File: src/rtl/pakin_pkg.sv
// Shared link sizing macros, channel-declaration helpers and derived constants for the
// packet receiver. Macros are guarded so every file of the link can pull them in.
`ifndef NS_GLOBAL_DEFS
`define NS_GLOBAL_DEFS
`define NS_ON 1
`define NS_OFF 0
`ifndef NS_PACKET_SIZE
`define NS_PACKET_SIZE 4
`endif
`ifndef NS_MESSAGE_FIFO_SIZE
`define NS_MESSAGE_FIFO_SIZE 2
`endif
`ifndef NS_ADDRESS_SIZE
`define NS_ADDRESS_SIZE 6
`endif
`ifndef NS_DATA_SIZE
`define NS_DATA_SIZE 4
`endif
`define NS_NUM_PACKETS(MSZ, PSZ) (((MSZ) + (PSZ) - 1) / (PSZ))
`define NS_DECLARE_PAKIN_CHNL(PAK, REQ, ACK) \
   logic [`NS_PACKET_SIZE-1:0] PAK; \
   logic REQ; \
   logic ACK;
`define NS_DECLARE_MSG_CHNL(ADDR, DATA, REQ, ACK) \
   logic [`NS_ADDRESS_SIZE-1:0] ADDR; \
   logic [`NS_DATA_SIZE-1:0] DATA; \
   logic REQ; \
   logic ACK;
`endif

package pakin_pkg;
   localparam int PSZ  = `NS_PACKET_SIZE;
   localparam int FSZ  = `NS_MESSAGE_FIFO_SIZE;
   localparam int ASZ  = `NS_ADDRESS_SIZE;
   localparam int DSZ  = `NS_DATA_SIZE;
   localparam int MSZ  = ASZ + DSZ;
   localparam int NPK  = `NS_NUM_PACKETS(MSZ, PSZ);
   localparam int PKW  = NPK * PSZ;
   localparam int IDXW = (NPK > 1) ? $clog2(NPK) : 1;

   // Address sits in the upper bits, data in the LSBs, matching {addr, data}.
   typedef struct packed {
      logic [ASZ-1:0] addr;
      logic [DSZ-1:0] data;
   } msg_t;

   function automatic msg_t to_msg(input logic [MSZ-1:0] m);
      return msg_t'(m);
   endfunction
endpackage

File: src/rtl/pakin_if.sv
// Packet-in and message-out four-phase channels of the receiver.
// slave is the receiver's view, master the link/cell side.
interface pakin_if;
   import pakin_pkg::*;

   logic [PSZ-1:0] rcv0_pak;
   logic           rcv0_req;
   logic           rcv0_ack;
   logic [ASZ-1:0] snd0_addr;
   logic [DSZ-1:0] snd0_data;
   logic           snd0_req;
   logic           snd0_ack;

   modport slave (
      input  rcv0_pak, rcv0_req, snd0_ack,
      output rcv0_ack, snd0_addr, snd0_data, snd0_req
   );

   modport master (
      output rcv0_pak, rcv0_req, snd0_ack,
      input  rcv0_ack, snd0_addr, snd0_data, snd0_req
   );
endinterface

File: src/rtl/pakin_msg_fifo.sv
// Circular message FIFO (ns_msg_fifo); head word is visible combinationally so the
// consumer's output register performs the registered read.
module ns_msg_fifo #(
   parameter int W = 10,
   parameter int D = 2
) (
   input  logic         i_clk,
   input  logic         clr,
   input  logic         push,
   input  logic [W-1:0] push_data,
   input  logic         pop,
   output logic [W-1:0] pop_data,
   output logic         full,
   output logic         empty
);
   localparam int AW = (D > 1) ? $clog2(D) : 1;
   localparam int CW = $clog2(D + 1);

   logic [W-1:0]  mem [D];
   logic [AW-1:0] head_reg, head_next;
   logic [AW-1:0] tail_reg, tail_next;
   logic [CW-1:0] count_reg, count_next;
   logic          do_push, do_pop;

   assign full     = (count_reg == CW'(D));
   assign empty    = (count_reg == '0);
   // A push into a full FIFO is fine when the same edge pops.
   assign do_push  = push && (!full || pop);
   assign do_pop   = pop && !empty;
   assign pop_data = mem[head_reg];

   always_comb begin
      head_next  = head_reg;
      tail_next  = tail_reg;
      count_next = count_reg;
      if (do_push) tail_next = (tail_reg == AW'(D - 1)) ? '0 : tail_reg + AW'(1);
      if (do_pop)  head_next = (head_reg == AW'(D - 1)) ? '0 : head_reg + AW'(1);
      case ({do_push, do_pop})
         2'b10:   count_next = count_reg + CW'(1);
         2'b01:   count_next = count_reg - CW'(1);
         default: count_next = count_reg;
      endcase
   end

   always_ff @(posedge i_clk) begin
      if (clr) begin
         head_reg  <= '0;
         tail_reg  <= '0;
         count_reg <= '0;
      end else begin
         head_reg  <= head_next;
         tail_reg  <= tail_next;
         count_reg <= count_next;
      end
   end

   always_ff @(posedge i_clk) begin
      if (do_push) mem[tail_reg] <= push_data;
   end
endmodule

File: src/rtl/pakin.sv
// Packet receiver: reassembles PSZ-bit packets into address+data messages and sends them out.
// Optional NS_PAKIN_MSG_COUNT_EN adds a dbg_msg_cnt port counting delivered messages.
module pakin
   import pakin_pkg::*;
(
   input  logic        i_clk,
   input  logic        reset,
   output logic        ready,
`ifdef NS_PAKIN_MSG_COUNT_EN
   output logic [15:0] dbg_msg_cnt,
`endif
   pakin_if.slave      lnk
);
   logic            ready_reg;
   logic            clr;
   logic [IDXW-1:0] pk_idx_reg, pk_idx_next;
   logic [PKW-1:0]  asm_reg, asm_next;
   logic            rcv_ack_reg, rcv_ack_next;
   logic            snd_req_reg, snd_req_next;
   msg_t            snd_msg_reg, snd_msg_next;
   logic            last_pk, pak_accept, msg_push, msg_load, snd_done;
   logic            fifo_full, fifo_empty;
   logic [MSZ-1:0]  fifo_rdata;

   // Both reset and the init edge wipe every piece of state.
   assign clr        = !reset || !ready_reg;
   assign last_pk    = (pk_idx_reg == IDXW'(NPK - 1));
   assign pak_accept = ready_reg && lnk.rcv0_req && !rcv_ack_reg && !(last_pk && fifo_full);
   assign msg_push   = pak_accept && last_pk;
   assign msg_load   = ready_reg && !snd_req_reg && !lnk.snd0_ack && !fifo_empty;
   assign snd_done   = ready_reg && snd_req_reg && lnk.snd0_ack;

   genvar gi;
   generate
      for (gi = 0; gi < NPK; gi++) begin : g_slot
         assign asm_next[gi*PSZ +: PSZ] = (pak_accept && pk_idx_reg == IDXW'(gi))
                                        ? lnk.rcv0_pak : asm_reg[gi*PSZ +: PSZ];
      end
   endgenerate

   always_comb begin
      pk_idx_next  = pk_idx_reg;
      rcv_ack_next = rcv_ack_reg;
      snd_req_next = snd_req_reg;
      snd_msg_next = snd_msg_reg;
      if (pak_accept) begin
         pk_idx_next  = last_pk ? '0 : pk_idx_reg + IDXW'(1);
         rcv_ack_next = 1'b1;
      end else if (!lnk.rcv0_req) begin
         rcv_ack_next = 1'b0;
      end
      if (msg_load) begin
         snd_req_next = 1'b1;
         snd_msg_next = to_msg(fifo_rdata);
      end else if (snd_done) begin
         snd_req_next = 1'b0;
      end
   end

   always_ff @(posedge i_clk) begin
      if (clr) begin
         ready_reg   <= reset;
         pk_idx_reg  <= '0;
         asm_reg     <= '0;
         rcv_ack_reg <= 1'b0;
         snd_req_reg <= 1'b0;
         snd_msg_reg <= '0;
      end else begin
         pk_idx_reg  <= pk_idx_next;
         asm_reg     <= asm_next;
         rcv_ack_reg <= rcv_ack_next;
         snd_req_reg <= snd_req_next;
         snd_msg_reg <= snd_msg_next;
      end
   end

   // The last packet goes straight into the FIFO alongside the already-latched slots.
   ns_msg_fifo #(
      .W (MSZ),
      .D (FSZ)
   ) u_fifo (
      .i_clk     (i_clk),
      .clr       (clr),
      .push      (msg_push),
      .push_data (asm_next[MSZ-1:0]),
      .pop       (msg_load),
      .pop_data  (fifo_rdata),
      .full      (fifo_full),
      .empty     (fifo_empty)
   );

   assign ready         = ready_reg;
   assign lnk.rcv0_ack  = rcv_ack_reg;
   assign lnk.snd0_req  = snd_req_reg;
   assign lnk.snd0_addr = snd_msg_reg.addr;
   assign lnk.snd0_data = snd_msg_reg.data;

`ifdef NS_PAKIN_MSG_COUNT_EN
   logic [15:0] msg_cnt_reg;

   always_ff @(posedge i_clk) begin
      if (clr)           msg_cnt_reg <= '0;
      else if (snd_done) msg_cnt_reg <= msg_cnt_reg + 16'd1;
   end

   assign dbg_msg_cnt = msg_cnt_reg;
`else
   // Message counter not built in this configuration.
`endif
endmodule
File: src/flat_wrapper.sv
// flat-port wrapper written by rule: the top's interface ports become plain ports
module pakin_flat import pakin_pkg::*;
  (i_clk, reset, ready, lnk_rcv0_pak, lnk_rcv0_req, lnk_snd0_ack, lnk_rcv0_ack, lnk_snd0_addr, lnk_snd0_data, lnk_snd0_req);
  pakin_if lnk_i ();
  input  logic i_clk;
  input  logic reset;
  output logic ready;
  input wire logic [$bits(lnk_i.rcv0_pak)-1:0] lnk_rcv0_pak;
  input wire logic [$bits(lnk_i.rcv0_req)-1:0] lnk_rcv0_req;
  input wire logic [$bits(lnk_i.snd0_ack)-1:0] lnk_snd0_ack;
  output wire logic [$bits(lnk_i.rcv0_ack)-1:0] lnk_rcv0_ack;
  output wire logic [$bits(lnk_i.snd0_addr)-1:0] lnk_snd0_addr;
  output wire logic [$bits(lnk_i.snd0_data)-1:0] lnk_snd0_data;
  output wire logic [$bits(lnk_i.snd0_req)-1:0] lnk_snd0_req;
  assign lnk_i.rcv0_pak = lnk_rcv0_pak;
  assign lnk_i.rcv0_req = lnk_rcv0_req;
  assign lnk_i.snd0_ack = lnk_snd0_ack;
  assign lnk_rcv0_ack = lnk_i.rcv0_ack;
  assign lnk_snd0_addr = lnk_i.snd0_addr;
  assign lnk_snd0_data = lnk_i.snd0_data;
  assign lnk_snd0_req = lnk_i.snd0_req;
  pakin u_core (.i_clk(i_clk), .reset(reset), .ready(ready), .lnk(lnk_i));
endmodule
File: config.mk
export PLATFORM = sky130hd
export DESIGN_NAME = pakin_flat
export DESIGN_NICKNAME = d
export VERILOG_FILES = /design/src/rtl/pakin_pkg.sv /design/src/rtl/pakin_if.sv /design/src/rtl/pakin_msg_fifo.sv /design/src/rtl/pakin.sv /design/src/flat_wrapper.sv
export SDC_FILE = /design/constraint.sdc
export NUM_CORES = 1
export LEC_CHECK = 0
export CAP_MARGIN = 20
export CORE_UTILIZATION = 25
export DETAILED_ROUTE_END_ITERATION = 8
export GPL_ROUTABILITY_DRIVEN = 1
export PLACE_DENSITY = 0.38
export SLEW_MARGIN = 20
export SYNTH_ARGS = -nofsm -noshare
export SYNTH_HDL_FRONTEND = slang
export SYNTH_SLANG_ARGS = --single-unit
File: constraint.sdc
create_clock -name i_clk -period 2.72 [get_ports i_clk]
set_input_delay 0.544 -clock i_clk [delete_from_list [all_inputs] [get_ports i_clk]]
set_output_delay 0.544 -clock i_clk [all_outputs]
set_load 0.005 [all_outputs]
### After elaboration in Yosys (flattened, before gate mapping)

Memory sizes are Yosys's and may differ from the RTL's. A register that Yosys moved wholly into a read port is not among the register bits.
Index checks and enable logic that the tools add are counted.

* word-level logic and storage cells: 61
* latch bits: 0
* register bits: 19
* memories kept: 1
* input port bits: 8
* RAM bits: 20
* bits in read-only memories: 0
* output and inout port bits: 13

Memory list
* u_core.u_fifo.mem: words 2, bits a word 10, rd ports 1, clocked after Yosys merged registers in 1, write ports 1, RTL line pakin_msg_fifo.sv:19 `logic [W-1:0] mem [D];`

* $add $sub $neg: 5
* div/mod/pow operators: 0
* shift-type cells: 0
* multiply operators: 0
* mux-type cells: 13
* equal/unequal tests: 6
* $lt $le $gt $ge: 0
* reduce and logical (&&, ||, !) cells: 28
* bitwise operators: 0

Operator list (number)
* $logic_and A1 B1 Y1: 14
* $logic_not A1 Y1: 8
* $mux W1: 8
* $mux W4: 2
* $eq A2 B2 Y1 const B: 3
* $add A2 B1 Y2 const B: 2
* $eq A2 B1 Y1 const B: 2
* $logic_not A2 Y1: 2
* $mux W2: 2
* $pmux W2 S2: 1
* $reduce_bool A2 Y1: 2
* $add A1 B1 Y1 const B: 2
* $logic_or A1 B1 Y1: 2
* $ne A2 B1 Y1 const B: 1
* $sub A2 B1 Y2 const B: 1

### Logic depth before layout (Yosys ltp)

Gate-level depths: netlist of run 1.

* depth in word-level cells: 8
* mapped depth: 7
* gate-level depth less buffers: 6

### Hierarchy

From an unflattened synthesis of run 1, not the netlist that was laid out.

* cell total of the unflattened synthesis: 175
* area total of the unflattened synthesis: 2068.2 µm²

Modules (own cells, without submodules)
* pakin: cells each 117, seq. area each 510.5 µm², area each 1101.1 µm², times used 1
* ns_msg_fifo: cells each 58, seq. area each 700.7 µm², area each 967.2 µm², times used 1

### Worst setup path before layout of run 1

Ideal clock, no wire load.

* path type: input to register
* from: in lnk_snd0_ack
* to: reg u_core.u_fifo.count_reg[1]
* cell stages on the path: 6
* required time: 2650 ps
* arrival time: 1947 ps
* library setup time: 70 ps
* path slack: 703 ps
* buffers on the path: 1
* cell sequence: or3b_1 -> nor2_1 -> buf_4 -> ha_1 -> or3_1 -> a21oi_1

* word-level cells in the longest chain between the ends: 7
* elaborated cells on any way between the ends: 10
* those cells by class: 2 x eq/ne; 1 x mux; 7 x reduce/logical

RTL lines
* start: declaration: RTL line flat_wrapper.sv:10 `input wire logic [$bits(lnk_i.snd0_ack)-1:0] lnk_snd0_ack;`
* $logic_not A1 Y1 (*): RTL line pakin.sv:30 `assign msg_load = ready_reg && !snd_req_reg && !lnk.snd0_ack && !fifo_empty;`
* $logic_and A1 B1 Y1 (*) (2 in series): RTL line pakin.sv:30
* named net u_core.msg_load: RTL line pakin.sv:21 `logic last_pk, pak_accept, msg_push, msg_load, snd_done;`
* $logic_or A1 B1 Y1: RTL line pakin_msg_fifo.sv:28 `assign do_push = push && (!full || pop);`
* $logic_and A1 B1 Y1: RTL line pakin_msg_fifo.sv:28
* $eq A2 B1 Y1 / $eq A2 B2 Y1 (equally long branches): RTL line pakin_msg_fifo.sv:38 `case ({do_push, do_pop})`
* $pmux W2 S2 / $reduce_bool A2 Y1 (equally long branches)
* end signal: assignment: RTL line pakin_msg_fifo.sv:53 `count_reg <= count_next;`
* end: declaration: RTL line pakin_msg_fifo.sv:22 `logic [CW-1:0] count_reg, count_next;`

The timed path passes the listed nets; every way through them passes the cells marked *.
A chain may end at the register's enable or synchronous reset.

### Worst setup path after layout of run 1

* from: in lnk_snd0_ack
* to: reg u_core.u_fifo.count_reg[1]

* word-level cells in the longest chain between the ends: 7
* elaborated cells on any way between the ends: 10
* those cells by class: 2 x eq/ne; 1 x mux; 7 x reduce/logical

RTL lines (RTL line)
* $logic_not A1 Y1 (*): pakin.sv:30
* $logic_and A1 B1 Y1 (*) (2 in series): pakin.sv:30
* $logic_or A1 B1 Y1: pakin_msg_fifo.sv:28
* $logic_and A1 B1 Y1: pakin_msg_fifo.sv:28
* $eq A2 B1 Y1 / $eq A2 B2 Y1 (equally long branches): pakin_msg_fifo.sv:38
* $pmux W2 S2 / $reduce_bool A2 Y1 (equally long branches)

Mark *: on every way between the ends. The rest lies on a longest branch, timed or not.

==> results of run 1 <==
==> Yosys cell counts (2+ instances only) <==
| library cell | n | area share, % |
|---|---|---|
| a211oi_1 | 10 | 3.7 |
| a21oi_1 | 14 | 3.5 |
| buf_2 | 6 | 1.5 |
| dfxtp_1 | 28 | 28 |
| edfxtp_1 | 21 | 31 |
| mux2_2 | 8 | 4.5 |
| mux2_4 | 2 | 1.5 |
| mux2i_1 | 21 | 10 |
| nand2_1 | 17 | 3.2 |
| nor2_1 | 6 | 1.1 |
| o21ai_0 | 3 | 0.75 |
| or3_1 | 3 | 0.94 |
==> power breakdown <==
part	total, uW	internal (uW)	switching [uW]	leakage (uW)
registers	772	767	4.68	0.000435
logic	61.9	29.9	32.0	0.000370
clock network	505	272	234	0.0000528
total	1340	1070	270	0.000859
==> layout by cell type, fill, tap and decap left out, drive strengths merged, types with 2 or more instances in the layout <==
master,instances
or3,3
nor2,6
o21ai,3
inv,2
mux2,10
edfxtp,21
a211oi,10
nand3b,2
dfxtp,28
clkbuf,6
a21oi,14
mux2i,21
clkdlybuf4s50,20
buf,6
nand2,17
==> how the worst min path moves through the flow <==
stage | slack, ns | endpoint | cells past startpoint | startpoint
CTS | 0.47 | u_core.asm_reg[4]$_SDFF_PP0_ | 2 | u_core.asm_reg[4]$_SDFF_PP0_
finish | 0.46 | u_core.asm_reg[3]$_SDFF_PP0_ | 2 | u_core.asm_reg[3]$_SDFF_PP0_
floorplan | 0.43 | u_core.asm_reg[2]$_SDFF_PP0_ | 2 | u_core.asm_reg[2]$_SDFF_PP0_
detailed placement | 0.45 | u_core.asm_reg[4]$_SDFF_PP0_ | 2 | u_core.asm_reg[4]$_SDFF_PP0_
global route | 0.47 | u_core.asm_reg[4]$_SDFF_PP0_ | 2 | u_core.asm_reg[4]$_SDFF_PP0_
global placement | 0.44 | u_core.asm_reg[5]$_SDFF_PP0_ | 2 | u_core.asm_reg[5]$_SDFF_PP0_
==> critical path, delay by kind of cell <==
| kind | cells | cell delay, ns |
|---|---|---|
| compound gates | 1 | 0.14 |
| fa+ha+maj | 1 | 0.29 |
| buf+inv | 1 | 0.45 |
| simple gates | 3 | 0.92 |
==> metrics by stage <==
step | hold slack (ns) | util, % | total power (uW) | instances | setup WS, ns
4_1_cts | 0.465 | 31.6 | 1360 | 288 | 0.618
2_1_floorplan | 0.432 | - | 825 | 160 | 0.703
3_5_place_dp | 0.451 | 30.2 | 851 | 280 | 0.311
5_1_grt | 0.468 | 31.6 | 1390 | 288 | 0.559
6_report | 0.460 | 31.6 | 1340 | 288 | 0.614
3_3_place_gp | 0.445 | 30.2 | 850 | 280 | 0.349
==> cell type report <==
type,count,area share [%]
clock inverter,2,1.38
timing repair buffer,26,10.1
inverter,2,0.308
clock buffer,6,2.97
sequential,49,48.8
multi-input combinational,101,31.2
tap,102,5.23
==> cells by family (layout without fill, tap and decap cells) <==
group,Yosys count,count (layout),synth area share (%)
flops,49,49,59.5
fa+ha+maj,1,1,0.625
buf+inv,10,36,2.44
mux,31,31,16.5
xor+xnor,2,2,0.875
simple gates,38,38,11.3
compound gates,29,29,8.81
==> routing by layer <==
layer / track usage (%) / up-vias
li1: - / 633
met1: 11.9 / 586
met2: 15.7 / 19
met3: 3.18 / 6
met4: 4.37 / 0
met5: 0 / -
==> flow_metrics.tcl, run 1 <==
set metrics [dict create \
    setup_tns_ns 0 \
    avgSynthCellArea_um2 12.5 \
    critical_path_arrival_ns 2.34 \
    drc 0 \
    gp_congestion 0.684 \
    rows 32 \
    crit_fanout 3 \
    fp.dieH_um 91.5 \
    ctsHoldBuffers 0 \
    clock-sinks 49 \
    min_path_type "reg2reg" \
    skew_ns 0.00329 \
    cap_violations 0 \
    layout_min_cycle_time_ns 2.11 \
    grt_pass1_wl_um 6200 \
    core_area_mm2 0.00773 \
    antenna_found_initial 0 \
    grt_max_degree 19 \
    viasPerCell 4.32 \
    die_x_um 91.5 \
    cts_made_buffers 5 \
    cts_resized 0 \
    wl_met1_um 1780 \
    fin_nets 194 \
    wl_met3_um 127 \
    syn_nets 169 \
    wirelength_um 3690 \
    die_area_mm2 0.00837 \
    grt_overflow 0 \
    synth_cell_types 33 \
    synthCells 160 \
    r2r_end "u_core.u_fifo.count_reg[1]$_SDFFE_PP0P_" \
    final_hold_viol_count 0 \
    pin_count 21 \
    first_iter_violations 25 \
    ys_ff_latch 49 \
    critPathSlowestCell "clkdlybuf4s50_1" \
    area.sequential_mm2 0.00119 \
    synthToLayoutAreaGrowth_pct 21.9 \
    async_reset_ff_share_pct 0 \
    cts_buffer_depth 2 \
    synthFlopType "dfxtp_1" \
    largest_reg_flops 20 \
    clk_pin_slew_ns 0.09 \
    endpoint "u_core.u_fifo.count_reg[1]$_SDFFE_PP0P_" \
    synth-edff-count 21 \
    wl_per_cell_um 12.8 \
    r2r_setup_slack_ns 0.80 \
    vias 1244 \
    htreeDepth 2 \
    cp-end-kind "flop" \
    powerDensity_mw_per_mm2 549 \
    worstRegToRegCells 5 \
    dr.pass1.iters 4 \
    slew_headroom_pct 54.6 \
    ys_seq_area_share_pct 59.5 \
    yosysWarnings 0 \
    io_buffers 20 \
    tightest_slew_ns 0.680 \
    drive_above_1_share_pct 16.1 \
    final.fill_count 754 \
    p_leak_uw 0.000859 \
    antennaDiodeCount 0 \
    drv_slew 0 \
    outcome "finished, final reports clean" \
    clock.fmax_ghz 0.475 \
    path_class "in2reg" \
    dr_wl_met2_um 1710 \
    grt_setup_unrepaired "false" \
    cts_setup_buffers 0 \
    syn_area_mm2 0.00200 \
    first_global_vias 1217 \
    cts_tree "done" \
    max_stage_delay_ns 0.45 \
    critPathLaunch "lnk_snd0_ack" \
    period_share_pct 77.4 \
    startpoint_type "primary input" \
    clk_latency_ns 0.29 \
    cp_cell_sequence "clkdlybuf4s50_1, or3b_1, nor2_1, ha_1, or3_1, a21oi_1" \
    setup_viol 0 \
    ir_worst_vdd_v 0.000203 \
    routed.top_layer "met4" \
    multi_input_area_um2 762 \
    fin_area_mm2 0.00244 \
    post_dp_cell_area_mm2 0.00233 \
    clockRootBuffer "clkbuf_8" \
    postRouteAntennaNets 0 \
    dp_hpwl_um 2720 \
    reg2reg_from "u_core.ready$_DFFE_PP_" \
    crit_required_ns 2.95 \
    grtUsageTotal_pct 9.78 \
    start_util_pct 25.9 \
]
Note: power is estimated with default switching activity, not from simulation.
==> run 2, diff against run 1 <==
--- a/config.mk
+++ b/config.mk
@@ -9,7 +9,7 @@
 export CORE_UTILIZATION = 25
 export DETAILED_ROUTE_END_ITERATION = 8
 export GPL_ROUTABILITY_DRIVEN = 1
-export PLACE_DENSITY = 0.38
+export PLACE_DENSITY = 0.39
 export SLEW_MARGIN = 20
 export SYNTH_ARGS = -nofsm -noshare
 export SYNTH_HDL_FRONTEND = slang
==> constraint.sdc (replaced) <==
create_clock -name i_clk -period 1.8 [get_ports i_clk]
set_input_delay 0.36 -clock i_clk [delete_from_list [all_inputs] [get_ports i_clk]]
set_output_delay 0.36 -clock i_clk [all_outputs]
set_load 0.005 [all_outputs]
==> flow_metrics.tcl, run 2 (synthesis results as in run 1) <==
set metrics [dict create \
    drive_above_1_share_pct 25.0 \
    cts_buffer_depth 2 \
    crit_required_ns 2.05 \
    min_path_type "in2reg" \
    final.fill_count 776 \
    clk_pin_slew_ns 0.09 \
    wirelength_um 3740 \
    path_class "in2reg" \
    seqPwrFrac_pct 52.2 \
    ir_worst_vdd_v 0.000479 \
    combPwrFrac_pct 5.3 \
    die_x_um 91.5 \
    first_global_vias 1235 \
    dr.pass1.iters 4 \
    layout_min_cycle_time_ns 1.75 \
    routed.top_layer "met4" \
    tightest_slew_ns 0.572 \
    switching_share_pct 20.0 \
    core_area_mm2 0.00773 \
    slew_headroom_pct 61.8 \
    powerDensity_mw_per_mm2 849 \
    r2r_setup_slack_ns 0.06 \
    synthToLayoutAreaGrowth_pct 31.2 \
    htreeDepth 2 \
    wl_per_cell_um 12.4 \
    cap_violations 0 \
    outcome "finished, final reports clean" \
    cp-end-kind "flop" \
    pin_count 21 \
    postRouteAntennaNets 0 \
    period_share_pct 97.0 \
    path_depth 6 \
    r2r_end "u_core.u_fifo.count_reg[1]$_SDFFE_PP0P_" \
    grt_max_degree 18 \
    final_common_cell "dfxtp_1" \
    p_clk_share_pct 42.4 \
    rows 32 \
    skew_ns 0.00561 \
    io_buffers 20 \
    clk_latency_ns 0.31 \
    fin_nets 208 \
    fp.dieH_um 91.5 \
    vias 1264 \
    cts_tree "done" \
    mostFrequentLayoutCells "28 x dfxtp_1, 21 x mux2i_1, 21 x edfxtp_1" \
    startpoint_type "primary input" \
    first_iter_violations 50 \
    critPathBufInv 1 \
    crit_fanout 3 \
    dp_hpwl_um 2880 \
    p_leak_uw 0.000968 \
    clockRootBuffer "clkbuf_8" \
    gp_congestion 0.692 \
    reg2reg_from "u_core.ready$_DFFE_PP_" \
    wl_met1_um 1730 \
    grt_overflow 0 \
    start_util_pct 25.9 \
    path_delay_family "simple AND/OR/NAND/NOR gates" \
    worstRegToRegCells 5 \
    critical_path_arrival_ns 1.99 \
    wl_met3_um 131 \
    drv_slew 0 \
    endpoint "u_core.u_fifo.count_reg[1]$_SDFFE_PP0P_" \
    grt_pass1_wl_um 6090 \
    p_switching_uw 447 \
    cts_made_buffers 5 \
    largest_reg_flops 20 \
    ctsHoldBuffers 0 \
    clock.fmax_ghz 0.573 \
    grt_setup_unrepaired "true" \
    cp_cell_sequence "clkdlybuf4s50_1, or3b_4, nor2_4, ha_4, or3_1, a21oi_1" \
    critPathLaunch "lnk_snd0_ack" \
    clock-sinks 49 \
    final_util_pct 34.0 \
    critPathSlowestCell "clkdlybuf4s50_1" \
    antennaDiodeCount 0 \
    max_stage_delay_ns 0.43 \
    antenna_found_initial 0 \
    setup_tns_ns 0 \
    power.internal_uw 1780 \
    setup_viol 0 \
    final_hold_viol_count 0 \
    grtUsageTotal_pct 9.66 \
    viasPerCell 4.19 \
    die_area_mm2 0.00837 \
    drc 0 \
    power.total_uw 2230 \
    dr_wl_met2_um 1800 \
]
==> run 2: changes by cell type in the layout (fill, tap and decap cells not counted), moves of 2 or more <==
cell | before | now
buf_4 | 6 | 17
buf_6 | 0 | 2
clkdlybuf4s50_1 | 20 | 18
dlymetal6s2s_1 | 0 | 2
nor2_1 | 6 | 4
==> run 2: tightest hold or removal path, stage by stage <==
cell,delay [ns]
dlymetal6s2s_1,0.16
a2bb2oi_1,0.09
nor2_1,0.07
==> run 2: final cells by class <==
class                      count  area, um^2  share of cell area [%]
inverter                       2        7.51                   0.286
timing repair buffer          40         375                    14.3
multi-input combinational    101         787                    30.0
clock buffer                   5        68.8                    2.62
tap                          102         128                    4.86
sequential                    49        1190                    45.4
clock inverter                 3        68.8                    2.62
==> run 2: power by group through the flow <==
stage,sequential [uW],clock [uW],combinational (uW)
final,1170,947,118
after global routing,1170,1010,128
after CTS,1170,974,121
after detailed placement,1190,0,120
after global placement,1190,0,119
after floorplan,1190,0,58.2
==> run 2: layer usage <==
layer | up-vias | global-route usage [%]
met5 | - | 0
met2 | 22 | 15.8
met4 | 0 | 4.76
met3 | 5 | 2.93
li1 | 662 | -
met1 | 575 | 11.5
==> run 2: worst min-delay path by stage <==
stage | depth (start not counted) | to | start
floorplan | 2 | u_core.asm_reg[2]$_SDFF_PP0_ | u_core.asm_reg[2]$_SDFF_PP0_
global placement | 2 | u_core.asm_reg[5]$_SDFF_PP0_ | u_core.asm_reg[5]$_SDFF_PP0_
detailed placement | 2 | u_core.asm_reg[3]$_SDFF_PP0_ | u_core.asm_reg[3]$_SDFF_PP0_
CTS | 2 | u_core.asm_reg[3]$_SDFF_PP0_ | u_core.asm_reg[3]$_SDFF_PP0_
global route | 3 | u_core.lnk.rcv0_ack$_SDFFE_PP0P_ | lnk_rcv0_req
finish | 3 | u_core.lnk.rcv0_ack$_SDFFE_PP0P_ | lnk_rcv0_req
==> run 2: what timing repair did <==
action / CTS / global route
buffers inserted: 0 / 1
setup endpoints to repair: 0 / 22
resized for setup: 0 / 7
==> run 2: through the flow <==
| stage | cells | hold slack [ns] | setup WS (ns) | instance area [um^2] |
|---|---|---|---|---|
| 4_1_cts | 300 | 0.468 | 0.0234 | 2600 |
| 3_5_place_dp | 292 | 0.454 | -0.298 | 2460 |
| 6_report | 302 | 0.411 | 0.0545 | 2630 |
| 3_3_place_gp | 292 | 0.443 | -0.259 | 2460 |
| 5_1_grt | 302 | 0.444 | -0.0199 | 2630 |
| 2_1_floorplan | 160 | 0.432 | -0.0165 | 2030 |
